File: config.mk
export PLATFORM = sky130hd
export DESIGN_NAME = rfc_host
export DESIGN_NICKNAME = d
export VERILOG_FILES = /design/src/rtl/rfc_pkg.sv /design/src/rtl/rfc_addr_dec.sv /design/src/rtl/rfc_host.sv
export SDC_FILE = /design/constraint.sdc
export NUM_CORES = 1
export LEC_CHECK = 0
export CAP_MARGIN = 20
export CELL_PAD_IN_SITES_DETAIL_PLACEMENT = 1
export CELL_PAD_IN_SITES_GLOBAL_PLACEMENT = 1
export CORE_MARGIN = 3
export CORE_UTILIZATION = 24
export DETAILED_ROUTE_END_ITERATION = 6
export PLACE_DENSITY_LB_ADDON = 0.1
export SYNTH_ARGS = -nofsm -noshare
export SYNTH_HDL_FRONTEND = slang
export SYNTH_HIERARCHICAL = 1
export SYNTH_SLANG_ARGS = --single-unit
File: constraint.sdc
create_clock -name clk -period 2.3 [get_ports clk]
set_input_delay 0.23 -clock clk [delete_from_list [all_inputs] [get_ports clk]]
set_output_delay 0.23 -clock clk [all_outputs]
set_load 0.1 [all_outputs]
File: src/rtl/rfc_pkg.sv
// Shared definitions for the rfc_host bank controller: op encoding and FSM state type.
package rfc_pkg;

    localparam logic OP_RD = 1'b0;
    localparam logic OP_WR = 1'b1;

    typedef enum logic [2:0] {
        IDLE = 3'd0,
        WR   = 3'd1,
        RD   = 3'd2,
        CAP  = 3'd3,
        RESP = 3'd4
    } rfc_state_t;

endpackage

File: src/rtl/rfc_addr_dec.sv
// Cell address decoder: AW-bit index to DEPTH-bit one-hot, with an in-range flag.
module rfc_addr_dec #(
    parameter  int DEPTH = 8,
    localparam int AW    = $clog2(DEPTH)
) (
    input  logic [AW-1:0]    i_addr,
    output logic [DEPTH-1:0] o_onehot,
    output logic             o_in_range
);

    always_comb begin
        o_onehot = '0;
        for (int i = 0; i < DEPTH; i++) begin
            o_onehot[i] = (i_addr == AW'(i));
        end
    end

    // An index at or beyond DEPTH matches no cell, so the one-hot is empty.
    assign o_in_range = |o_onehot;

endmodule

File: src/rtl/rfc_host.sv
// Host-side controller for a bank of DEPTH 1-bit cells: one request at a time,
// write/read sequencing and a held response. RFC_HOST_VERIFY_EN adds write readback.
module rfc_host
    import rfc_pkg::*;
#(
    parameter  int DEPTH = 8,
    localparam int AW    = $clog2(DEPTH)
) (
    input  logic             clk,
    input  logic             rst_n,
    input  logic             req_valid,
    output logic             req_ready,
    input  logic             req_op,
    input  logic [AW-1:0]    req_addr,
    input  logic             req_wdata,
    output logic             resp_valid,
    input  logic             resp_ready,
    output logic             resp_rdata,
    output logic             resp_err,
    output logic [DEPTH-1:0] cell_write_en,
    output logic [DEPTH-1:0] cell_read_en,
    output logic             cell_data_in,
    input  logic [DEPTH-1:0] cell_data_out,
    output rfc_state_t       dbg_state
);

    rfc_state_t       r_state;
    rfc_state_t       w_state_nxt;
    logic [AW-1:0]    r_addr;
    logic             r_wdata;
    logic             r_rdata;
    logic             r_err;
    logic [DEPTH-1:0] w_onehot;
    logic             w_in_range;
    logic             w_readback;
    logic             w_accept;
`ifdef RFC_HOST_VERIFY_EN
    logic             r_op;
`endif

    // Handshakes: a transfer happens on a rising edge where valid and ready are both
    // high; valid and its payload stay stable until that edge, ready may drop anytime.
    assign w_accept = req_valid && req_ready;

    rfc_addr_dec #(.DEPTH(DEPTH)) u_addr_dec (
        .i_addr     (r_addr),
        .o_onehot   (w_onehot),
        .o_in_range (w_in_range)
    );

    assign w_readback = |(w_onehot & cell_data_out);

    always_ff @(posedge clk or negedge rst_n) begin
        if (!rst_n) begin
            r_state <= IDLE;
        end else begin
            r_state <= w_state_nxt;
        end
    end

    always_comb begin
        w_state_nxt   = r_state;
        req_ready     = 1'b0;
        resp_valid    = 1'b0;
        cell_write_en = '0;
        cell_read_en  = '0;
        cell_data_in  = 1'b0;
        case (r_state)
            IDLE: begin
                req_ready = 1'b1;
                if (req_valid) begin
                    w_state_nxt = (req_op == OP_WR) ? WR : RD;
                end
            end
            WR: begin
                cell_write_en = w_onehot;
                cell_data_in  = r_wdata;
`ifdef RFC_HOST_VERIFY_EN
                w_state_nxt   = RD;
`else
                w_state_nxt   = RESP;
`endif
            end
            RD: begin
                cell_read_en = w_onehot;
                w_state_nxt  = CAP;
            end
            CAP: begin
                w_state_nxt = RESP;
            end
            RESP: begin
                resp_valid = 1'b1;
                if (resp_ready) begin
                    w_state_nxt = IDLE;
                end
            end
            default: begin
                w_state_nxt = IDLE;
            end
        endcase
    end

    always_ff @(posedge clk or negedge rst_n) begin
        if (!rst_n) begin
            r_addr  <= '0;
            r_wdata <= 1'b0;
            r_rdata <= 1'b0;
            r_err   <= 1'b0;
`ifdef RFC_HOST_VERIFY_EN
            r_op    <= OP_RD;
`endif
        end else begin
            if (w_accept) begin
                r_addr  <= req_addr;
                r_wdata <= req_wdata;
`ifdef RFC_HOST_VERIFY_EN
                r_op    <= req_op;
`endif
            end
            // Out-of-range addresses enable no cell, so the readback is 0 there.
            if (r_state == CAP) begin
                r_rdata <= w_readback;
`ifdef RFC_HOST_VERIFY_EN
                r_err   <= !w_in_range || ((r_op == OP_WR) && (w_readback != r_wdata));
`else
                r_err   <= !w_in_range;
`endif
            end
`ifndef RFC_HOST_VERIFY_EN
            if (r_state == WR) begin
                r_rdata <= 1'b0;
                r_err   <= !w_in_range;
            end
`endif
        end
    end

    assign resp_rdata = r_rdata;
    assign resp_err   = r_err;
    assign dbg_state  = r_state;

endmodule
==> impl_summary.log <==
INFO  metric setup_violations = 0
INFO  metric clkSlewWorstSetupHoldPaths = ~0.06 ns
INFO  metric synth-async-reset-ratio = between 90% and 100%
INFO  metric die_area = ~3000 sq um
INFO  metric layout_commonest_cell = buf_12
INFO  metric transition_time_at_the_pin_with_the_least_slew_margin = around 0.53 ns
INFO  metric numPortBuffers = 40
INFO  metric postRouteWirelength = 2060 um
INFO  metric layout-drive-gt1-share = about a third
INFO  metric yosysTopAreaCell = dfrtp_1
INFO  metric number_of_storage_elements_in_the_synthesis_netlist = 9
INFO  metric setup_ws = about 0.22 ns
INFO  metric drt-initial-drc-count = 9
INFO  metric number_of_cell_rows = 17
INFO  metric io-pin-count = between 40 and 50
INFO  metric die_h = around 56 um
INFO  metric via_count_of_the_first_global_routing_pass = 707
INFO  metric worst-endpoint-arrival = around 1.9 ns
INFO  metric clock-skew-final = about 0.0031 ns
INFO  metric initial_core_util = around a quarter
INFO  metric layout.cells.most_common_list = buf_12 (17), clkdlybuf4s50_1 (16), and2_1 (9)
INFO  metric postCtsHoldBufs = 0
INFO  metric grt_antenna_before_repair = 0
INFO  metric clk-insertion-delay-late = around 0.26 ns
INFO  metric groute.usage.overall = 14.4%
INFO  metric first_pass_iters = 4
INFO  metric postCtsSetupRepairBufs = 0
INFO  metric tritoncts = built
INFO  metric dieWidth = about 56 um
INFO  metric timing.slew.headroom = between 60% and 70%
INFO  metric synth_largest_type_area_fraction = a little under two fifths
INFO  metric n_antenna_cell = 0
INFO  metric number_of_warnings_reported_in_the_yosys_synthesis_log = 6
INFO  metric globalRouteOverflowTotal = 0
INFO  metric ctsRootBufferMaster = clkbuf_4
INFO  metric h-tree-depth = 1
INFO  metric dp_hpwl = around 1700 um
INFO  metric type_of_element_launching_the_critical_path = flop
INFO  metric period_minus_slack = 2.08 ns
INFO  metric timing.fmax = ~480 MHz
INFO  metric buffers_from_clock_root_to_sink_at_most = 2
INFO  metric num_vias = 639
INFO  metric finalMaxSlewViolations = 0
INFO  metric hold_path_class = in2async
INFO  metric synth_flop_cell = dfrtp_1
INFO  metric synth-edff-count = 0
INFO  metric syn_area_per_cell = approximately 9.1 sq um
INFO  metric synth_cells = 65
INFO  metric detailedPlace.worstSlack = around 0.47 ns
INFO  metric cell_area_after_synthesis = 591 sq um
INFO  metric post_cts.resized_instances = 0
INFO  metric detail_route.wl_per_cell = about 15 um
INFO  metric worst-r2r-cell-count = 4
INFO  metric outcome = finished, final reports clean
INFO  metric worst_ep_required_time = 2.07 ns
INFO  metric synthTopCellsByArea = dfrtp_1 (38%), and2_1 (9.5%), and3_1 (8.5%)
INFO  metric post-route-drc-count = 0
INFO  metric unrepaired_setup_endpoints_after_global_routing = no
INFO  metric post_synth_num_cell_types = 22
INFO  metric synth.net_count = 82
INFO  metric synthesis_to_finish_area_growth = 104%
INFO  metric critical_path_class = reg2out
INFO  metric fin_crit_sh = 90.6%
INFO  metric layout.cell_area.non_filler = ~1200 sq um
INFO  metric detailed_place.area = 1180 sq um
INFO  metric core-area = 2280 sq um
INFO  metric place.gp.congestion = about 0.7
INFO  metric drt_via_density = around 4.7
INFO  metric final-hold-violation-count = 0
INFO  metric design.final.nets = ~130
INFO  metric grt_start_max_net_pins = 16
INFO  metric clkSinkCount = 9
INFO  metric finalSetupTns = 0 ns
INFO  metric timing.critical_path.to_type = primary output
INFO  metric postRouteAntennaNets = 0
INFO  metric grt_first_pass_wirelength = between 3000 and 4000 um
INFO  metric synth-seq-area-share = a little under two fifths
INFO  metric tritoncts.num_buffers = 3
INFO  metric timing.max_cap.violations = 0
INFO  metric critical_path.max_fanout = 9
metrics by stage:
stage	util, %	std cells	hold slack, ns
after CTS	52.9	135	0.281
after floorplan	-	65	-0.0656
after detailed placement	51.7	131	0.469
final	52.9	135	0.276
after global placement	51.7	131	0.461
after global routing	52.9	135	0.291
area by class of cell:
cell class                 instances  area, sq um
fill                             257         1070
timing repair buffer              40          553
multi-input combinational         51          349
sequential                         9          229
tap                               28         35.0
clock buffer                       3         22.5
inverter                           3         11.3
clock inverter                     1         5.00
cell usage after synthesis (all sizes together), types with 2 or more instances:
| cell | number |
|---|---|
| and3 | 9 |
| nand2 | 2 |
| a21oi | 2 |
| inv | 3 |
| nor2 | 4 |
| dfrtp | 9 |
| and3b | 3 |
| mux2 | 4 |
| nor3b | 3 |
| nor3 | 4 |
| a22oi | 4 |
| o21ai | 2 |
| and2 | 10 |
routing by layer:
| metal | track usage, % | vias up | wire length (um) |
|---|---|---|---|
| met2 | 26.0 | 23 | 1120 |
| met3 | 3.71 | 0 | 104 |
| met4 | 2.08 | 0 | 0 |
| li1 | - | 321 | - |
| met1 | 17.2 | 295 | 836 |
| met5 | 0 | - | 0 |
logic make-up (layout without fill, tap and decap cells):
kind of cell / Yosys count / in the layout / share of synthesized area, %
buffers and inverters: 5 / 47 / 3.81
AOI/OAI and AO/OA: 9 / 9 / 9.96
DFF: 9 / 9 / 38.1
other: 1 / 1 / 0.635
and+or+nand+nor: 37 / 37 / 39.8
muxes: 4 / 4 / 7.63
worst max-delay path, stage by stage (launching register included):
cell,delay (ns)
dfrtp_2,0.45
nand2b_1,0.23
nor2_1,0.44
and2_1,0.27
buf_12,0.19
state kept, by name, indices dropped and copies added, names as in the netlist:
signal      flops
resp_err        1
r_addr          3
r_wdata         1
resp_rdata      1
dbg_state       3
final timing paths:
path,from,to,slack (ns)
max,dbg_state[2]$_DFFE_PN0P_,cell_write_en[5],0.22
min,rst_n,r_addr[0]$_DFFE_PN0P_,0.28
max reg2reg,r_addr[2]$_DFFE_PN0P_,resp_rdata$_DFFE_PN0P_,0.94
min reg2reg,r_wdata$_DFFE_PN0P_,r_wdata$_DFFE_PN0P_,0.48
max in group asynchronous,rst_n,dbg_state[1]$_DFFE_PN0P_,1.70
min in group clk,r_wdata$_DFFE_PN0P_,r_wdata$_DFFE_PN0P_,0.48
Power is left out: the tool's default activity adds up to more than one toggle a clock period on the data nets, which glitch-free logic cannot reach.
